File: src/rtl/mem_arb.sv
// mem_arb: shares one word-wide backing-memory port between the icache refill
// path and the dcache refill/writeback path.  Each granted request runs as a
// LINE_WORDS-beat burst, one word per beat, followed by a one-cycle GAP so a
// requester that is still dropping its level request is never re-granted.
//
// Ports:
//   i_clk, i_rst            clock, synchronous active-high reset
//   i_ic_req/i_ic_addr      icache line-read request and miss address
//   o_ic_gnt/rvld/rdata     icache ownership, read beat strobe and data
//   o_ic_done               one-cycle pulse with the last icache beat
//   i_dc_req/we/addr/wdata  dcache request, direction, line address, write word
//   o_dc_wnext              current write beat accepted by memory
//   o_dc_gnt/rvld/rdata     dcache ownership, read beat strobe and data
//   o_dc_done               one-cycle pulse with the last dcache beat
//   o_beat                  index of the current beat
//   o_mem_*/i_mem_*         word-wide memory command/response port
module mem_arb #(
    parameter int LINE_WORDS = 4,
    parameter int BEAT_W     = 2
) (
    input  logic              i_clk,
    input  logic              i_rst,
    input  logic              i_ic_req,
    input  logic [31:0]       i_ic_addr,
    output logic              o_ic_gnt,
    output logic              o_ic_rvld,
    output logic [31:0]       o_ic_rdata,
    output logic              o_ic_done,
    input  logic              i_dc_req,
    input  logic              i_dc_we,
    input  logic [31:0]       i_dc_addr,
    input  logic [31:0]       i_dc_wdata,
    output logic              o_dc_wnext,
    output logic              o_dc_gnt,
    output logic              o_dc_rvld,
    output logic [31:0]       o_dc_rdata,
    output logic              o_dc_done,
    output logic [BEAT_W-1:0] o_beat,
    output logic              o_mem_ren,
    output logic              o_mem_wen,
    output logic [31:0]       o_mem_addr,
    output logic [31:0]       o_mem_wdata,
    input  logic              i_mem_ready,
    input  logic              i_mem_rvalid,
    input  logic [31:0]       i_mem_rdata
);

    // Byte-offset bits inside one line; cleared when the base is captured.
    localparam logic [31:0] LINE_MASK = {{(30 - BEAT_W){1'b0}}, {(BEAT_W + 2){1'b1}}};
    localparam logic [BEAT_W-1:0] LAST_BEAT = BEAT_W'(LINE_WORDS - 1);

    typedef enum logic [2:0] {
        S_IDLE,
        S_RD_CMD,
        S_RD_DATA,
        S_WR,
        S_GAP
    } state_t;

    typedef enum logic [1:0] {
        OWN_NONE,
        OWN_IC,
        OWN_DC
    } owner_t;

    state_t            state_q, state_d;
    owner_t            owner_q, owner_d;
    logic [BEAT_W-1:0] beat_q, beat_d;
    logic [31:0]       base_q, base_d;
    logic              last_dc_q, last_dc_d;   // 1: dcache owned the previous burst

    logic gnt_dc;
    logic gnt_ic;
    logic last_beat;
    logic rd_beat;

    // Round-robin tie break: on a tie the dcache wins unless it had the port last.
    assign gnt_dc    = i_dc_req && (!i_ic_req || !last_dc_q);
    assign gnt_ic    = i_ic_req && !gnt_dc;
    assign last_beat = (beat_q == LAST_BEAT);
    assign rd_beat   = (state_q == S_RD_DATA) && i_mem_rvalid;

    // State register
    always_ff @(posedge i_clk) begin
        if (i_rst) begin
            state_q   <= S_IDLE;
            owner_q   <= OWN_NONE;
            beat_q    <= '0;
            base_q    <= '0;
            last_dc_q <= 1'b0;
        end else begin
            state_q   <= state_d;
            owner_q   <= owner_d;
            beat_q    <= beat_d;
            base_q    <= base_d;
            last_dc_q <= last_dc_d;
        end
    end

    // Next-state logic
    always_comb begin
        state_d   = state_q;
        owner_d   = owner_q;
        beat_d    = beat_q;
        base_d    = base_q;
        last_dc_d = last_dc_q;
        case (state_q)
            S_IDLE: begin
                if (gnt_dc) begin
                    owner_d = OWN_DC;
                    base_d  = i_dc_addr & ~LINE_MASK;
                    beat_d  = '0;
                    // The write flag is carried by the state itself.
                    state_d = i_dc_we ? S_WR : S_RD_CMD;
                end else if (gnt_ic) begin
                    owner_d = OWN_IC;
                    base_d  = i_ic_addr & ~LINE_MASK;
                    beat_d  = '0;
                    state_d = S_RD_CMD;
                end
            end
            S_RD_CMD: begin
                if (i_mem_ready) begin
                    state_d = S_RD_DATA;
                end
            end
            S_RD_DATA: begin
                // Single outstanding read: the next command waits for this data.
                if (i_mem_rvalid) begin
                    if (last_beat) begin
                        state_d = S_GAP;
                    end else begin
                        beat_d  = beat_q + BEAT_W'(1);
                        state_d = S_RD_CMD;
                    end
                end
            end
            S_WR: begin
                if (i_mem_ready) begin
                    if (last_beat) begin
                        state_d = S_GAP;
                    end else begin
                        beat_d = beat_q + BEAT_W'(1);
                    end
                end
            end
            S_GAP: begin
                beat_d    = '0;
                last_dc_d = (owner_q == OWN_DC);
                owner_d   = OWN_NONE;
                state_d   = S_IDLE;
            end
            default: begin
                state_d = S_IDLE;
                owner_d = OWN_NONE;
                beat_d  = '0;
            end
        endcase
    end

    // Output logic
    always_comb begin
        o_ic_gnt    = 1'b0;
        o_dc_gnt    = 1'b0;
        o_ic_rvld   = 1'b0;
        o_dc_rvld   = 1'b0;
        o_ic_rdata  = '0;
        o_dc_rdata  = '0;
        o_ic_done   = 1'b0;
        o_dc_done   = 1'b0;
        o_dc_wnext  = 1'b0;
        o_mem_ren   = 1'b0;
        o_mem_wen   = 1'b0;
        o_mem_wdata = '0;
        o_beat      = beat_q;
        o_mem_addr  = base_q | (32'(beat_q) << 2);

        if (state_q != S_IDLE) begin
            o_ic_gnt = (owner_q == OWN_IC);
            o_dc_gnt = (owner_q == OWN_DC);
        end

        case (state_q)
            S_RD_CMD: begin
                o_mem_ren = 1'b1;
            end
            S_RD_DATA: begin
                // Read data is forwarded combinationally in the cycle it arrives.
                if (rd_beat) begin
                    if (owner_q == OWN_IC) begin
                        o_ic_rvld  = 1'b1;
                        o_ic_rdata = i_mem_rdata;
                        o_ic_done  = last_beat;
                    end else if (owner_q == OWN_DC) begin
                        o_dc_rvld  = 1'b1;
                        o_dc_rdata = i_mem_rdata;
                        o_dc_done  = last_beat;
                    end
                end
            end
            S_WR: begin
                o_mem_wen   = 1'b1;
                o_mem_wdata = i_dc_wdata;
                if (i_mem_ready) begin
                    o_dc_wnext = 1'b1;
                    o_dc_done  = last_beat;
                end
            end
            default: begin
            end
        endcase
    end

endmodule

File: config.mk
export PLATFORM = sky130hd
export DESIGN_NAME = mem_arb
export DESIGN_NICKNAME = d
export VERILOG_FILES = /design/src/rtl/mem_arb.sv
export SDC_FILE = /design/constraint.sdc
export NUM_CORES = 1
export LEC_CHECK = 0
export BUFFER_PORTS_ARGS = -buffer_cell sky130_fd_sc_hd__buf_2
export CAP_MARGIN = 20
export CORE_AREA = 5 5 102 104
export CTS_CLUSTER_DIAMETER = 60
export CTS_CLUSTER_SIZE = 24
export DETAILED_ROUTE_END_ITERATION = 8
export DIE_AREA = 0 0 107 109
export PLACE_DENSITY = 0.66
export SYNTH_ARGS = -nofsm -noshare
export SYNTH_HDL_FRONTEND = slang
export SYNTH_SLANG_ARGS = --single-unit
File: constraint.sdc
create_clock -name i_clk -period 4.3 [get_ports i_clk]
set_clock_uncertainty 0.1 [all_clocks]
set_input_delay 0.645 -clock i_clk [delete_from_list [all_inputs] [get_ports i_clk]]
set_output_delay 0.645 -clock i_clk [all_outputs]
set_load 0.005 [all_outputs]
**Yosys cells after proc, flatten, opt, wreduce, memory -nomap -nowiden**

Cells that the tools add are included.

- Output and inout bits: 139
- Bits of input ports: 135
- Register bits after elaboration: 40
- Word-level logic and storage cells: 85

- Reduce and logical (&&, ||, !) cells: 15
- Muxes and demuxes: 49
- $add $sub $neg: 1
- Equal/unequal tests: 12
- Bitwise gates (word level): 3

Operators with widths:

| cell | count |
|---|---|
| $mux 32 | 10 |
| $or 32x4->32 | 1 |
| $mux 3 | 7 |
| $mux 1 | 20 |
| $mux 2 | 8 |
| $pmux 3 s4 | 1 |
| $ne 2x2->1 const B | 4 |
| $pmux 2 s4 | 1 |
| $eq 3x2->1 const B | 2 |
| $reduce_and 5->1 | 1 |
| $eq 2x2->1 const B | 2 |
| $pmux 2 s2 | 1 |
| $reduce_and 2->1 | 2 |
| $reduce_and 4->1 | 1 |
| $eq 3x1->1 const B | 1 |
| $eq 3x3->1 const B | 1 |
| $logic_and 1x1->1 | 3 |
| $logic_not 1->1 | 3 |
| $logic_not 3->1 | 1 |
| $ne 3x3->1 const B | 1 |
| $reduce_bool 3->1 | 1 |
| $reduce_or 3->1 | 1 |
| $add 2x1->2 const B | 1 |
| $eq 2x1->1 const B | 1 |
| other kinds (4) | 5 |

**Logic depth before layout (Yosys ltp)**

Gate-level depths: netlist of the first run.

- Word-level depth: 8
- Mapped depth: 7
- Depth with buffers taken out: 5

**Least setup slack after synthesis of the first run**

Ideal clock, no wire load.

- Path kind: input port to output port
- Start point: input i_mem_rvalid
- End point: output o_dc_rdata[23]
- Arrival time: 1,296 ps
- Setup slack: 2,259 ps
- Path buffers: 1
- Stages on the path: 3
- Data required time: 3,555 ps
- Path through: and4_1 -> clkbuf_1 -> and2_1

- Longest elaborated chain between the ends: 3

RTL lines:

| what | line | source |
|---|---|---|
| start, declared | 44 | `input logic i_mem_rvalid,` |
| $logic_and 1x1->1 | 81 | `assign rd_beat = (state_q == S_RD_DATA) && i_mem_rvalid;` |
| $mux 32 | 189 | `if (rd_beat) begin` |
| $mux 32 | 183 | `case (state_q)` |
| end, declared | 36 | `output logic [31:0] o_dc_rdata,` |

Every way passes these cells.

**Worst setup path after layout of the first run**

- Start point: register state_q[0]
- End point: output o_dc_rdata[11]

- Longest elaborated chain between the ends: 4

RTL lines:

| what | line | source |
|---|---|---|
| start, declared | 66 | `state_t state_q, state_d;` |
| start signal, assigned | 92 | `state_q <= state_d;` |
| $eq 3x2->1 (*) | 81, 183 |  |
| $logic_and 1x1->1 | 81 |  |
| $mux 32 | 189 |  |
| $mux 32 (*) | 183 |  |

Mark *: on every way between the ends. The rest lies on a longest branch, timed or not.

==> metrics.md, run 1 <==
| Metric | Value |
|---|---|
| Final Hold Viols | `0` |
| Slew margin rel. | `34.1%` |
| Synth area leader | `dfxtp_1` |
| WL/cell | `15.0 um` |
| CP max FO | `41` |
| Seq pwr share | `37.0%` |
| TritonRoute pass-1 iters | `4` |
| Reg-to-reg endpoint | `base_q[12]` |
| Stages on worst setup path | `4` |
| Overall power | `1390 uW` |
| Share of cells above drive strength 1 | `54.6%` |
| Fmax | `316 MHz` |
| Setup TNS | `0 ns` |
| Gr usage total | `15.3%` |
| Gr ovfl total | `0` |
| Sequential share of the synthesized area | `28.1%` |
| Crit-path cells | `inv_1, and4_1, and2_1, buf_2` |
| Arrival time at the worst endpoint | `2.42 ns` |
| Largest net degree at the start of global routing | `42` |
| XOR/XNOR share of the synthesized area | `0%` |
| RR Startpoint | `state_q[0]` |
| Die height | `109 um` |
| Crit-path slowest cell | `dfxtp_1` |
| Initial core utilization | `27.1%` |
| CTS buffer count | `5` |
| Hold_buf cts | `0` |
| WL final | `9.96 mm` |
| Syn Inst Count | `307` |
| Core region area | `0.00946 mm2` |
| Post-route DRC | `0` |
| Post-CTS setup buffers | `0` |
| Hold Crit Start | `base_q[6]` |
| Register area | `721 um2` |
| Ports | `274` |
| FP Rows | `36` |
| Area growth syn-to-layout | `53.8%` |
| Area fraction in compound gates after synthesis | `16.0%` |
| Resized cells post-CTS | `0` |
| CP delay by family, top | `flip-flops` |
| DIE WIDTH | `107 um` |
| WS Path Type | `flip-flop to primary output` |
| Area of the multi-input gates | `0.00166 mm2` |
| Clk pwr share | `16.0%` |
| IO Port Bufs | `263` |
| Adder-Cell Fraction of Synth Area | `0.488%` |
| Worst slew pin tran | `0.988 ns` |
| Clock sink count | `36` |
| Hold EP | `base_q[6]` |
| Post-Synth Simple-Gate Area | `35.0%` |
| Cell Area, Synth | `0.00257 mm2` |
| H-Tree Depth | `2` |
| Initial DRC count | `166` |
| Slowest stage delay, CP | `0.97 ns` |
| First-pass GRT wire length | `14.5 mm` |
| Internal power | `839 uW` |
| Post-synth cell types | `34` |
| Cell Pwr Density | `353 mW/mm2` |
| DIE AREA | `0.0117 mm2` |
| Worst-skew pair later-pin latency | `0.28 ns` |
| Net Sw Power | `555 uW` |
| Final Max Slew Viols | `0` |
| Ratio of final minimum period to clock period | `73.5%` |
| Via count | `3083` |
| Largest family of logic cells by synthesized area | `simple AND/OR/NAND/NOR gates` |
| Worst-path clk slew | `0.07 ns` |
| Synth top area share | `28.1%` |
| Gate power share | `46.9%` |
| Fill cells | `956` |
| Hold Crit Depth | `2` |
| Finish-stage setup viols | `0` |
| Ranking of synthesized cells by area | `dfxtp_1 (28%), and2_1 (16%), mux2i_1 (12%)` |
| Vias in the first global route | `2921` |
| CTS Buffer Depth | `2` |
| Status | `complete, no violations` |
| Final RePlAce weighted congestion | `0.783` |
| Synthesis-stage register bit count | `36` |
| # nets final | `684` |
| Worst vdd ir | `212 uV` |
| Post-DP HPWL | `8.23 mm` |
| CTS root buf | `clkbuf_8` |
| Post-synthesis mux area share | `12.5%` |
| Max Cap Violations | `0` |
| Diodes inserted | `0` |
| RSZ-0062 raised after global routing | `false` |
| Synth warn | `0` |
| Reg2reg setup slack | `1.71 ns` |
| Tmin final | `3.16 ns` |
| R2r worst-path depth | `5` |
| Worst hold path class | `flip-flop to flip-flop` |
| Syn Area/Cell | `8.36 um2` |
| Sw Ratio | `39.8%` |
| Initial antenna violation count | `0` |
| CTS tree | `yes` |
| ANT nets after route | `0` |
| Crit end category | `primary output` |
| Worst path buffer plus inverter count | `2` |
| Critical Path Source Type | `flip-flop` |
| CP required | `3.56 ns` |
| P_leak | `0.00239 uW` |
| Vias per Instance | `4.66` |
==> layout make-up <==
| type | instances | share of cell area, % |
|---|---|---|
| clock buffers | 6 | 1.84 |
| clock inverters | 1 | 0.127 |
| inverters | 2 | 0.190 |
| multi-input cells | 237 | 42.1 |
| flip-flops and latches | 36 | 18.3 |
| well taps | 114 | 3.61 |
| repair buffers | 266 | 33.9 |
==> sequential cells by signal, summed over array words and instances (netlist names) <==
signal	cells
state_q	3
last_dc_q	1
base_q	28
owner_q	2
o_beat	2
==> cell usage in the layout (no fill, tap or decap), drive strengths merged <==
master  count
nand2b      4
a21boi      1
nand3       1
a21oi       5
and2       64
nor3        7
a211oi     28
a21bo       1
o21a        2
nor2       36
nor4        1
inv         2
and4        1
and3       33
conb        2
mux2i      32
clkinv      1
or4         2
buf       266
o21ai       6
dfxtp      36
ha          1
nor2b       4
nand4b      1
a211o       1
nand2       4
clkbuf      6
==> worst max-delay path by stage <==
stage / slack [ns] / end / start
2_1_floorplan: 2.26 / o_dc_rdata[23] / i_mem_rvalid
3_3_place_gp: 1.48 / o_ic_rdata[14] / state_q[0]
3_5_place_dp: 1.46 / o_dc_rdata[11] / state_q[0]
4_1_cts: 1.14 / o_dc_rdata[11] / state_q[0]
5_1_grt: 0.72 / o_dc_done / state_q[0]
6_report: 1.14 / o_dc_rdata[11] / state_q[0]
==> synthesized netlist by cell type (all sizes together) <==
cell type / number
nor4: 1
clkbuf: 15
and4: 1
nand2: 4
nor2b: 4
a21boi: 1
a211oi: 28
nand3: 1
a21bo: 1
o21ai: 6
nand4b: 1
nor3: 7
and2: 64
conb: 1
or4: 2
ha: 1
dfxtp: 36
buf: 18
o21a: 2
mux2i: 32
a211o: 1
inv: 2
nor2: 36
and3: 33
nand2b: 4
a21oi: 5
==> cell families (layout without fill, tap and decap cells) <==
group,count (synthesis),count (layout)
simple gates,158,158
buf+inv,35,275
flops,36,36
other cells,1,2
mux,32,32
fa+ha+maj,1,1
compound gates,44,44
==> power groups by stage <==
| stage | Sequential (uW) | Combinational, uW | Clock, uW |
|---|---|---|---|
| after floorplan | 495 | 464 | 0 |
| after global placement | 515 | 646 | 0 |
| after detailed placement | 522 | 663 | 0 |
| after CTS | 516 | 666 | 235 |
| after global routing | 535 | 727 | 253 |
| final | 516 | 654 | 224 |
==> worst reg2reg max path: stages, from the launching register on <==
cell	delay (ns)
dfxtp_1	0.63
nor3_2	0.33
o21a_2	0.76
buf_4	0.39
nor2_1	0.08
a211oi_2	0.21
==> through the flow <==
stage	util (%)	area, um2	hold WS, ns	cells	worst slack (ns)
floorplan	-	2570	0.385	308	2.26
global placement	40.9	3870	0.386	655	1.48
detailed placement	40.9	3870	0.390	655	1.46
CTS	41.7	3950	0.400	662	1.14
global route	41.7	3950	0.420	662	0.721
finish	41.7	3950	0.395	662	1.14
==> per-layer routing <==
| layer | up-vias | track usage, % | share of wire, % |
|---|---|---|---|
| met5 | - | 0 | 0 |
| met4 | 0 | 3.38 | 1.3 |
| met3 | 11 | 4.68 | 8.6 |
| met2 | 150 | 28.1 | 51 |
| met1 | 1387 | 17.4 | 39 |
| li1 | 1535 | - | - |
(Power assumes the default switching activity.)
==> run 2: changes to the inputs <==
CORE_AREA = 5 5 103 105   (was 5 5 102 104)
DIE_AREA = 0 0 108 110   (was 0 0 107 109)
PLACE_DENSITY = 0.65   (was 0.66)
clock period = 3.3 ns   (was 4.3 ns; I/O delays follow)
==> run 2 against run 1 <==
  * Clock power up 44%
  * Non-clock buffer count up 2
  * Die area rose by 1.9%
  * First-iteration DRC count down 22%
  * Sequential power grew 23%
  * Cell area up 1.2%
  * Power grew 33%
  * Via count shrank 0.58%
  * Sequential share of layout area shrank 0.22 points
  * Clock-buffer cell count is 2 higher
  * Global-route usage hardly changed
  * Critical endpoint is now o_ic_rdata[19]
  * Largest power group unchanged
==> metrics.md, run 2 (same netlist as run 1, synthesis figures left out) <==
| Metric | Value |
|---|---|
| WS Path Type | `flip-flop to primary output` |
| WL final | `10.0 mm (+0.89%)` |
| Worst hold path class | `flip-flop to flip-flop` |
| Largest net degree at the start of global routing | `57 (+36%)` |
| Worst-path clk slew | `0.07 ns (about the same)` |
| Post-route setup slack | `0.530 ns (-0.608 ns)` |
| Gr ovfl total | `0 (unchanged)` |
| Resized cells post-CTS | `0 (unchanged)` |
| Die height | `110 um (+0.92%)` |
| CTS buffer count | `5 (unchanged)` |
| CTS tree | `yes` |
| CTS Buffer Depth | `2 (unchanged)` |
| Most flops, register | `base_q` |
| P_leak | `0.00241 uW (+0.61%)` |
| Tmin final | `2.77 ns` |
| Most frequent cells in the layout | `buf_2 (263), and2_1 (64), dfxtp_1 (36), nor2_1 (35), and3_1 (33)` |
| Worst-skew pair later-pin latency | `0.28 ns (about the same)` |
| FP Rows | `36 (unchanged)` |
| Final RePlAce weighted congestion | `0.759 (-3.1%)` |
| Area growth syn-to-layout | `55.7%` |
| Post-DP HPWL | `8.24 mm (+0.13%)` |
| Largest regs | `base_q x28, state_q x3` |
| Via count | `3065 (-0.58%)` |
| H-Tree Depth | `2 (unchanged)` |
| R2r worst-path depth | `6 (+1)` |
| Initial core utilization | `26.9% (-0.26 points)` |
| CP max FO | `37 (-9.8%)` |
| # nets final | `686 (+0.29%)` |
| Slew margin rel. | `39.8% (+5.7 points)` |
| Final Max Slew Viols | `0 (unchanged)` |
| Crit end category | `primary output` |
| Worst vdd ir | `248 uV (+17%)` |
| Critical Path Source Type | `flip-flop` |
| Overall power | `1850 uW (+33%)` |
| Vias in the first global route | `2898 (-0.79%)` |
| Arrival time at the worst endpoint | `2.17 ns (-0.25 ns)` |
| First-pass GRT wire length | `14.5 mm (+0.19%)` |
| Worst slew pin tran | `0.904 ns (-0.0841 ns)` |
| RSZ-0062 raised after global routing | `false` |
| Hold EP | `base_q[6]` |
| Status | `complete, no violations` |
| Vias per Instance | `4.48 (-3.8%)` |
| DIE WIDTH | `108 um (+0.93%)` |
| Hold_buf cts | `0 (unchanged)` |
| Initial antenna violation count | `0 (unchanged)` |
| DIE AREA | `0.0119 mm2 (+1.9%)` |
| Cell Pwr Density | `463 mW/mm2 (+31%)` |
| Max FFs per register | `28 (unchanged)` |
| Share of cells above drive strength 1 | `54.4% (-0.12 points)` |
| ANT nets after route | `0 (unchanged)` |
| Fmax | `361 MHz` |
| Ratio of final minimum period to clock period | `83.9%` |
| TritonRoute pass-1 iters | `4 (unchanged)` |
| Final Hold Viols | `0 (unchanged)` |
| Hold Crit Depth | `2 (unchanged)` |
| Max Cap Violations | `0 (unchanged)` |
| IO Port Bufs | `263 (unchanged)` |
| Post-CTS setup buffers | `0 (unchanged)` |
| CTS root buf | `clkbuf_8` |
| Setup TNS | `0 ns (unchanged)` |
| Core region area | `0.00955 mm2 (+0.95%)` |
| Gr usage total | `15.2% (-0.043 points)` |
| Commonest non-fill, non-tap cell in the layout | `buf_2` |
| RR Startpoint | `state_q[0]` |
| Ports | `274 (unchanged)` |
| Hold Crit Start | `base_q[6]` |
| Fill cells | `985 (+3.0%)` |
| Clock sink count | `36 (unchanged)` |
| Finish-stage setup viols | `0 (unchanged)` |
| Initial DRC count | `129 (-22%)` |
| WL/cell | `14.7 um (-2.4%)` |
| CP required | `2.70 ns (-0.86 ns)` |
| Reg-to-reg endpoint | `base_q[26]` |
| Diodes inserted | `0 (unchanged)` |
| Pre-CTS setup slack | `0.834 ns (-0.625 ns)` |
| Reg2reg setup slack | `1.28 ns (-0.43 ns)` |
| Post-route DRC | `0 (unchanged)` |
==> run 2: layer usage <==
layer	GRT usage [%]	wire length, um
met5	0	0
met4	4.69	223
met3	4.89	1050
met2	27.3	4970
met1	17.2	3810
==> run 2: stage by stage <==
| step | cell area [um2] | hold slack (ns) | cells | util (%) |
|---|---|---|---|---|
| detailed placement | 3910 | 0.390 | 676 | 40.9 |
| CTS | 4000 | 0.403 | 684 | 41.9 |
| floorplan | 2570 | 0.385 | 308 | - |
| global placement | 3910 | 0.384 | 676 | 40.9 |
| global route | 4000 | 0.428 | 684 | 41.9 |
| finish | 4000 | 0.397 | 684 | 41.9 |
==> run 2: worst max path at each step <==
stage	startpoint	end	slack (ns)	cells past startpoint
3_3_place_gp	state_q[1]	o_ic_rdata[19]	0.88	7
6_report	state_q[1]	o_ic_rdata[19]	0.53	7
2_1_floorplan	state_q[1]	o_ic_rdata[22]	1.49	6
4_1_cts	state_q[1]	o_ic_rdata[19]	0.51	7
5_1_grt	state_q[1]	o_ic_rdata[19]	0.24	7
3_5_place_dp	state_q[1]	o_ic_rdata[19]	0.83	7
==> run 2: layout make-up <==
cell class	count	area [um2]	share of cell area, %
sequential	36	721	18.0
clock buffer	8	90.1	2.25
tap	133	166	4.16
timing repair buffer	268	1350	33.9
inverter	2	7.51	0.188
multi-input combinational	237	1660	41.5
==> run 2: power by group <==
part | leakage (uW) | internal, uW | switching, uW | total, uW
Clock | 0.0000455 | 170 | 152 | 322
Combinational | 0.00206 | 391 | 502 | 893
Sequential | 0.000298 | 561 | 73.2 | 634
==> run 2: worst max-delay path, stage by stage, from the launching register on <==
cell	delay, ns
dfxtp_1	0.57
nor2b_1	0.21
buf_4	0.30
nand3_1	0.15
nor2_2	0.10
buf_4	0.25
and2_1	0.16
buf_2	0.14
==> run 3: changes to the inputs <==
clock period = 2.8 ns   (was 3.3 ns; I/O delays follow)
==> run 3 against run 2 <==
  * Setup slack got worse by 0.14 ns
  * Sequential share of layout area shrank 0.25 points
  * Wire length fell by 0.27%
  * Worst hold slack got worse by 0.026 ns
  * Register-to-register slack worse by 0.44 ns
  * Power is 24% higher
  * Global-route usage decreased by 0.57 points
  * Critical path type unchanged
  * Largest power group unchanged
==> metrics.md, run 3 (same netlist as run 1, synthesis figures left out) <==
| Metric | Value |
|---|---|
| Resized cells post-CTS | `0 (unchanged)` |
| Share of cells above drive strength 1 | `54.9% (+0.44 points)` |
| Post-DP HPWL | `8.30 mm (+0.67%)` |
| Commonest non-fill, non-tap cell in the layout | `buf_2` |
| Final RePlAce weighted congestion | `0.767 (+1.1%)` |
| Hold Crit Depth | `3 (+1)` |
| CTS Buffer Depth | `2 (unchanged)` |
| Post-route cell area | `0.00405 mm2 (+1.4%)` |
| Arrival time at the worst endpoint | `1.89 ns (-0.28 ns)` |
| Slew margin rel. | `40.4% (+0.68 points)` |
| Area growth syn-to-layout | `57.9%` |
| Diodes inserted | `0 (unchanged)` |
| Finish-stage setup viols | `0 (unchanged)` |
| Most flops, register | `base_q` |
| CP required | `2.28 ns (-0.42 ns)` |
| ANT nets after route | `0 (unchanged)` |
| Final Max Slew Viols | `0 (unchanged)` |
| Worst hold path class | `input pin to flip-flop` |
| Worst-skew pair later-pin latency | `0.28 ns (about the same)` |
| First-pass GRT wire length | `14.1 mm (-2.8%)` |
| Fill cells | `996 (+1.1%)` |
| Status | `complete, no violations` |
| DIE WIDTH | `108 um (unchanged)` |
| Vias in the first global route | `2849 (-1.7%)` |
| Post-CTS setup buffers | `0 (unchanged)` |
| Setup TNS | `0 ns (unchanged)` |
| Hold_buf cts | `0 (unchanged)` |
| IO Port Bufs | `263 (unchanged)` |
| RSZ-0062 raised after global routing | `false` |
| Area of the multi-input gates | `0.00166 mm2 (unchanged)` |
| Hold WS | `0.371 ns (-0.0264 ns)` |
| Ports | `274 (unchanged)` |
| Reg2reg setup slack | `0.84 ns (-0.44 ns)` |
| Clock sink count | `36 (unchanged)` |
| Worst-path clk slew | `0.07 ns (about the same)` |
| Die height | `110 um (unchanged)` |
| Gr usage total | `14.7% (-0.57 points)` |
| Worst vdd ir | `286 uV (+16%)` |
| Fmax | `415 MHz` |
| Initial DRC count | `120 (-7.0%)` |
| WL final | `10.0 mm (-0.27%)` |
| Initial core utilization | `26.9% (unchanged)` |
| Register area | `721 um2 (unchanged)` |
| Vias per Instance | `4.42 (-1.4%)` |
| RR Startpoint | `state_q[2]` |
| FP Rows | `36 (unchanged)` |
| # nets final | `687 (+0.15%)` |
| Worst slew pin tran | `0.894 ns (-0.0101 ns)` |
| Final Hold Viols | `0 (unchanged)` |
| Via count | `3028 (-1.2%)` |
| WL/cell | `14.6 um (-0.41%)` |
| Cell Pwr Density | `567 mW/mm2 (+23%)` |
| Overall power | `2300 uW (+24%)` |
| TritonRoute pass-1 iters | `4 (unchanged)` |
| CTS tree | `yes` |
| Ratio of final minimum period to clock period | `86.0%` |
| Hold EP | `base_q[5]` |
| CP max FO | `33 (-11%)` |
| Crit end category | `primary output` |
| CTS buffer count | `5 (unchanged)` |
| H-Tree Depth | `2 (unchanged)` |
| Gr ovfl total | `0 (unchanged)` |
| Largest regs | `base_q x28, state_q x3` |
| Post-placement cell area | `0.00393 mm2 (+0.51%)` |
| Post-route DRC | `0 (unchanged)` |
| Initial antenna violation count | `0 (unchanged)` |
| Max FFs per register | `28 (unchanged)` |
| WS Path Type | `flip-flop to primary output` |
| Core region area | `0.00955 mm2 (unchanged)` |
| R2r worst-path depth | `5 (-1)` |
| P_leak | `0.00244 uW (+1.2%)` |
| Critical Path Source Type | `flip-flop` |
| Tmin final | `2.41 ns` |
| DIE AREA | `0.0119 mm2 (unchanged)` |
| CTS root buf | `clkbuf_8` |
| Largest net degree at the start of global routing | `57 (unchanged)` |
| Reg-to-reg endpoint | `base_q[14]` |
| Most frequent cells in the layout | `buf_2 (263), and2_1 (64), dfxtp_1 (36), nor2_1 (35), and3_1 (33)` |
| Hold Crit Start | `i_ic_addr[5]` |
| Max Cap Violations | `0 (unchanged)` |
[run 3: layout make-up]
| type | instances | area share [%] |
|---|---|---|
| multi-input combinational | 237 | 40.9 |
| timing repair buffer | 269 | 33.9 |
| sequential | 36 | 17.8 |
| tap | 133 | 4.11 |
| clock buffer | 7 | 2.38 |
| clock inverter | 1 | 0.741 |
| inverter | 2 | 0.185 |
[run 3: worst max-delay path by stage]
| stage | from | slack, ns | end | cells after the start |
|---|---|---|---|---|
| global placement | state_q[1] | 0.71 | o_ic_rdata[17] | 6 |
| global route | state_q[1] | 0.17 | o_ic_rdata[19] | 6 |
| finish | state_q[1] | 0.39 | o_ic_rdata[17] | 6 |
| CTS | state_q[1] | 0.35 | o_ic_rdata[17] | 6 |
| floorplan | state_q[1] | 1.07 | o_ic_rdata[22] | 6 |
| detailed placement | state_q[1] | 0.66 | o_ic_rdata[17] | 6 |
[run 3: worst max-delay path: stages (launching register included)]
cell and delay (ns):
dfxtp_1 0.56, nor2b_1 0.24, nand3_1 0.14, nor2_2 0.10, buf_4 0.26, and2_1 0.20, buf_2 0.12
[run 3: routing by layer]
metal	track usage, %	part of all wire, %	routed length, um	vias to the layer above
met5	0	0	0	-
met4	3.43	1.0	103	0
met3	5.01	10	1030	8
met2	27.2	51	5090	141
met1	16.1	38	3810	1340
li1	-	-	-	1539
[run 3: power breakdown]
group	internal (uW)	total, uW	switching, uW	leakage, uW
Clock	314	499	184	0.0000645
Combinational	463	1040	577	0.00207
Sequential	661	759	97.9	0.000298
Total	1440	2300	859	0.00244
[run 3: per-stage QoR]
step | setup slack, ns | utilization (%) | std cells
after floorplan | 1.07 | - | 308
final | 0.391 | 42.4 | 685
after global placement | 0.709 | 41.1 | 677
after CTS | 0.348 | 42.4 | 685
after detailed placement | 0.660 | 41.1 | 677
after global routing | 0.167 | 42.4 | 685
